File: config.mk
export PLATFORM = sky130hd
export DESIGN_NAME = bucket_header_unpacker
export DESIGN_NICKNAME = d
export VERILOG_FILES = /design/src/rtl/bucket_header_unpacker_pkg.sv /design/src/rtl/bucket_header_unpacker_beat_counter.sv /design/src/rtl/bucket_header_unpacker.sv
export SDC_FILE = /design/constraint.sdc
export NUM_CORES = 1
export LEC_CHECK = 0
export ABC_CLOCK_PERIOD_IN_PS = 3350
export BUFFER_PORTS_ARGS = -buffer_cell sky130_fd_sc_hd__buf_2
export CORE_AREA = 2 2 456 458
export CTS_BUF_LIST = sky130_fd_sc_hd__clkbuf_4
export DETAILED_ROUTE_END_ITERATION = 8
export DIE_AREA = 0 0 458 460
export MAX_ROUTING_LAYER = met4
export SETUP_SLACK_MARGIN = 0.3
export SYNTH_ARGS = -nofsm -noshare
export SYNTH_HDL_FRONTEND = slang
export SYNTH_HIERARCHICAL = 1
export SYNTH_SLANG_ARGS = --single-unit
File: constraint.sdc
create_clock -name Clock -period 3.35 [get_ports Clock]
set_input_delay 0.5025 -clock Clock [delete_from_list [all_inputs] [get_ports Clock]]
set_output_delay 0.5025 -clock Clock [all_outputs]
set_load 0.02 [all_outputs]
File: src/rtl/bucket_header_unpacker_pkg.sv
// Bucket layout helpers shared by the header unpacker and its counters.
package bucket_header_unpacker_pkg;

  typedef struct packed {
    int unsigned hv;
    int unsigned hu;
    int unsigned hl;
    int unsigned hh;
    int unsigned hdr_chunks;
    int unsigned bkt_chunks;
    int unsigned path_payload;
  } layout_t;

  function automatic int unsigned cnt_width(input int unsigned n);
    return (n <= 1) ? 1 : $clog2(n);
  endfunction

  // Header field bases: IV, then valid bits, PAddrs, leaves and MACs.
  function automatic layout_t hdr_layout(input int unsigned bed_width,
                                         input int unsigned z,
                                         input int unsigned u,
                                         input int unsigned l,
                                         input int unsigned h,
                                         input int unsigned entropy,
                                         input int unsigned blk_chunks);
    layout_t lay;
    lay.hv           = entropy;
    lay.hu           = lay.hv + z;
    lay.hl           = lay.hu + z * u;
    lay.hh           = lay.hl + z * l;
    lay.hdr_chunks   = (lay.hh + z * h + bed_width - 1) / bed_width;
    lay.bkt_chunks   = lay.hdr_chunks + z * blk_chunks;
    lay.path_payload = (l + 1) * z * blk_chunks;
    return lay;
  endfunction

endpackage

File: src/rtl/bucket_header_unpacker_beat_counter.sv
// Wrapping beat counter; Done flags the enabled beat at Threshold-1.
module bucket_header_unpacker_beat_counter
  import bucket_header_unpacker_pkg::*;
#(
  parameter int unsigned Threshold = 2,
  localparam int unsigned W = cnt_width(Threshold)
) (
  input  logic         Clock,
  input  logic         Reset,
  input  logic         Enable,
  output logic [W-1:0] Count,
  output logic         Done
);

  assign Done = Enable && (Count == W'(Threshold - 1));

  always_ff @(posedge Clock) begin
    if (!Reset) begin
      Count <= '0;
    end else if (Enable) begin
      Count <= Done ? '0 : Count + 1'b1;
    end
  end

endmodule

File: src/rtl/bucket_header_unpacker.sv
// Splits DRAM bucket chunks into header capture and per-block stash beats
// tagged with the block's PAddr, leaf and MAC.
module bucket_header_unpacker
  import bucket_header_unpacker_pkg::*;
#(
  parameter int unsigned BEDWidth   = 512,
  parameter int unsigned ORAMZ      = 4,
  parameter int unsigned ORAMU      = 32,
  parameter int unsigned ORAML      = 32,
  parameter int unsigned ORAMH      = 64,
  parameter int unsigned AESEntropy = 64,
  parameter int unsigned BlkChunks  = 1,
  parameter bit          EnableAES  = 1'b1,
  parameter logic [AESEntropy-1:0] IVINIT = '0,
  parameter bit          EnableIV   = 1'b1
) (
  input  logic                Clock,
  input  logic                Reset,
  input  logic [BEDWidth-1:0] DRAMData,
  input  logic                DRAMValid,
  output logic                DRAMReady,
  output logic [BEDWidth-1:0] StashData,
  output logic                StashValid,
  input  logic                StashReady,
  output logic [ORAMU-1:0]    StashPAddr,
  output logic [ORAML-1:0]    StashLeaf,
  output logic [ORAMH-1:0]    StashMAC,
  output logic                PathTransition
);

  localparam layout_t Lay = hdr_layout(BEDWidth, ORAMZ, ORAMU, ORAML, ORAMH,
                                       AESEntropy, BlkChunks);
  localparam int unsigned HV          = Lay.hv;
  localparam int unsigned HU          = Lay.hu;
  localparam int unsigned HL          = Lay.hl;
  localparam int unsigned HH          = Lay.hh;
  localparam int unsigned HdrChunks   = Lay.hdr_chunks;
  localparam int unsigned BktChunks   = Lay.bkt_chunks;
  localparam int unsigned PathPayload = Lay.path_payload;
  localparam int unsigned HdrBits     = HdrChunks * BEDWidth;
  localparam int unsigned HdrUsed     = HH + ORAMZ * ORAMH;
  localparam int unsigned BcW         = cnt_width(BktChunks);
  localparam int unsigned BlkW        = cnt_width(BlkChunks);
  localparam int unsigned SlotW       = cnt_width(ORAMZ);
  localparam int unsigned PathW       = cnt_width(PathPayload);

  logic               beat, payload_valid, payload_beat;
  logic               bucket_end, block_end, slot_done, path_done;
  logic               header_full, bucket_valid, slot_v;
  logic [BcW-1:0]     bucket_count;
  logic [BlkW-1:0]    blk_count;
  logic [SlotW-1:0]   cb, slot;
  logic [PathW-1:0]   path_count;
  logic [HdrBits-1:0] hdr;
  logic [ORAMH-1:0]   slot_mac;
  logic               unused_bits;

  assign DRAMReady     = StashReady;
  assign StashData     = DRAMData;
  assign beat          = DRAMValid && StashReady;
  assign payload_valid = DRAMValid && header_full;
  assign payload_beat  = payload_valid && StashReady;

  bucket_header_unpacker_beat_counter #(.Threshold(BktChunks)) u_bucket (
    .Clock(Clock), .Reset(Reset), .Enable(beat),
    .Count(bucket_count), .Done(bucket_end)
  );

  bucket_header_unpacker_beat_counter #(.Threshold(BlkChunks)) u_block (
    .Clock(Clock), .Reset(Reset), .Enable(payload_beat),
    .Count(blk_count), .Done(block_end)
  );

  bucket_header_unpacker_beat_counter #(.Threshold(ORAMZ)) u_slot (
    .Clock(Clock), .Reset(Reset), .Enable(block_end),
    .Count(cb), .Done(slot_done)
  );

  bucket_header_unpacker_beat_counter #(.Threshold(PathPayload)) u_path (
    .Clock(Clock), .Reset(Reset), .Enable(payload_beat),
    .Count(path_count), .Done(path_done)
  );

  // Header chunk k is stored at chunk position k, so the bucket beat count
  // doubles as the write index while the header is filling.
  always_ff @(posedge Clock) begin
    if (!Reset) begin
      hdr         <= '0;
      header_full <= 1'b0;
    end else if (beat) begin
      if (bucket_end) begin
        header_full <= 1'b0;
      end else if (!header_full) begin
        for (int unsigned k = 0; k < HdrChunks; k++) begin
          if (bucket_count == BcW'(k)) hdr[k*BEDWidth +: BEDWidth] <= DRAMData;
        end
        if (bucket_count == BcW'(HdrChunks - 1)) header_full <= 1'b1;
      end
    end
  end

  // Blocks arrive in reverse slot order.
  assign slot = SlotW'(ORAMZ - 1) - cb;

  always_comb begin
    slot_v     = 1'b0;
    StashPAddr = '0;
    StashLeaf  = '0;
    slot_mac   = '0;
    for (int unsigned s = 0; s < ORAMZ; s++) begin
      if (slot == SlotW'(s)) begin
        slot_v     = hdr[HV+s];
        StashPAddr = hdr[HU+s*ORAMU +: ORAMU];
        StashLeaf  = hdr[HL+s*ORAML +: ORAML];
        slot_mac   = hdr[HH+s*ORAMH +: ORAMH];
      end
    end
  end

  assign bucket_valid   = EnableAES ? (hdr[AESEntropy-1:0] != IVINIT) : 1'b1;
  assign StashValid     = payload_valid && slot_v && bucket_valid;
  assign StashMAC       = EnableIV ? slot_mac : '0;
  assign PathTransition = path_done;

  assign unused_bits = ^{blk_count, path_count, slot_done, hdr[HdrBits-1:HdrUsed]};

endmodule

==> run metrics <==
result of the run=complete, no violations; portion of the clock cycle consumed by the worst path in the final layout=98.2%; Worst Clk Skew=102 ps; total global-route track usage=16.7%; Final Critical Period=3290 ps; maximum fanout along the worst path=2; Filler cells=21,766; signed area change from the synthesized netlist to the final layout=61.5%; GP Congestion=0.980; hold violation total from the final report=0; remaining antenna violation count after routing=0; vias in the first global route=31,778; routed wirelength normalized by instance count=23.2 um; remaining max-slew budget at the tightest pin=49.8%; RSZ-0062 raised after global routing=true; TritonRoute pass-1 iters=5; post-synthesis cell count=3,294; Crit. End Element=primary output; Finish-stage setup viols=0; number of remaining DRC errors=0; number of placed instances with taps included=6,484; buffers added on ports=1,158; total standard cell area after synthesis=29,600 sq um; Final Slew Violations=0; CP Data Required Time=2850 ps; clock transition at the register clock pins on the worst setup and hold paths after CTS=60 ps; max-cap check violation count=0; startpoint class of the critical path=register; fin nets=5,440; IR Drop Worst-Case VDD=0.000260 V; synthesis warning total=6; CP Data Arrival Time=2790 ps; WS Path Type=reg -> out; power after layout=18,700 uW; floorplan die area=211,000 sq um; Hold Crit Class=in -> reg; total wire length=181,000 um; number of buffers added by the clock tree synthesis step=174; FF-to-FF path depth=8; most common library cell in the layout ignoring fill and taps=sky130_fd_sc_hd__nand2_1; half-perimeter wire length of the detailed placement result=123,000 um; pwr dens=390 nW/um^2; cell depth of the worst min-delay path=4; width of the chip=458 um; number of standard-cell rows in the floorplan=167; core outline area=206,000 sq um; maximum number of pins on one net before global-route repair=143; Boundary Pins=1,159; number of buffers on the longest clock path=3; DRC marker count from the first detailed-route iteration=2,858; leading cell types in the layout, fill and taps excluded=1,165 x sky130_fd_sc_hd__nand2_1, 1,027 x sky130_fd_sc_hd__buf_2, 890 x sky130_fd_sc_hd__dlygate4sd3_1, 587 x sky130_fd_sc_hd__dfxtp_1, 450 x sky130_fd_sc_hd__a21boi_1; wire length of the first global-routing pass=240,000 um; final instance count without filler cells=7,802; Chip Height=460 um; clock tree from TritonCTS=yes; Skew-Pair Late Insertion Delay=1140 ps; Avg Cell Area, Syn=9.00 sq um; effective utilization at floorplan=14.4%; H-tree levels=4; leakage power summed over all cells=0.0193 uW; Max Fclk=304 MHz; area of combinational cells with multiple inputs=12,400 sq um; Worst-Margin Slew=751 ps; DR vias=31,200; area taken by flip-flops and latches=11,900 sq um; syn nets=3,814; number of vias per cell=4.00; antenna violations before repair=42; root buf cell=sky130_fd_sc_hd__clkbuf_4; fraction of final layout cells with drive strength greater than 1=34.8%; TritonCTS Sinks=595; total overflow reported by the global router=0
-- worst max-delay path, stage by stage, from the launching register on --
cell,delay [ps]
sky130_fd_sc_hd__dfxtp_2,330
sky130_fd_sc_hd__nor4_4,340
sky130_fd_sc_hd__buf_4,200
sky130_fd_sc_hd__nand4_1,240
sky130_fd_sc_hd__nor4_4,270
sky130_fd_sc_hd__a211oi_2,80
sky130_fd_sc_hd__buf_6,170
-- final timing paths --
path | start | endpoint | slack, ps
worst min register to register | hdr[93] | hdr[93] | 450
worst min-delay path | DRAMData[99] | hdr[99] | 240
worst max-delay path | hdr[20] | StashValid | 60
worst max register to register | u_bucket/Count[0] | hdr[526] | 400
-- final cells by class --
cell class | instances | share of cell area [%]
Inverter | 1 | 0.00784
Clock inverter | 59 | 0.645
Tap cell | 2704 | 7.07
Antenna cell | 41 | 0.214
Clock buffer | 254 | 3.98
Multi-Input combinational cell | 1960 | 26.0
Timing Repair Buffer | 2188 | 37.2
Sequential cell | 595 | 24.9
-- metal layers --
metal | part of all wire, % | GRT usage [%]
met1 | 36 | 17.3
met2 | 46 | 26.7
met3 | 9.8 | 6.27
met4 | 7.6 | 10.9
met5 | 0 | -
-- sequential cells by signal, summed over array words and instances (netlist names) --
signal and flops:
u_path/Count 8, hdr 580, u_block/Count 1, u_bucket/Count 3, u_slot/Count 2, header_full 1
-- repair_timing --
action,in CTS,in global routing
resized for setup,315,54
pin swaps,8,4
hold endpoints to repair,595,0
buffers inserted,36,12
setup endpoints to repair,130,149
hold buffers,891,0
gates cloned,22,3
-- power by group --
part	leakage, uW	switching, uW	internal [uW]
Combinational	0.0131	2220	1730
Clock	0.00133	3610	3520
Sequential	0.00485	201	7400
-- through the flow --
step           TNS (ps)  cell area [sq um]  hold WS [ps]  utilization, %  setup slack (ps)
3_3_place_gp          0              34200           437            16.6               594
3_5_place_dp          0              34200           444            16.6               543
6_report              0              47900           240            23.2              61.4
2_1_floorplan         0              29600           432               -              1260
4_1_cts          -20780              47500         0.311            23.0              -313
5_1_grt          -19680              47900          2.66            23.2              -362
Note: power is estimated with default switching activity, not from simulation.
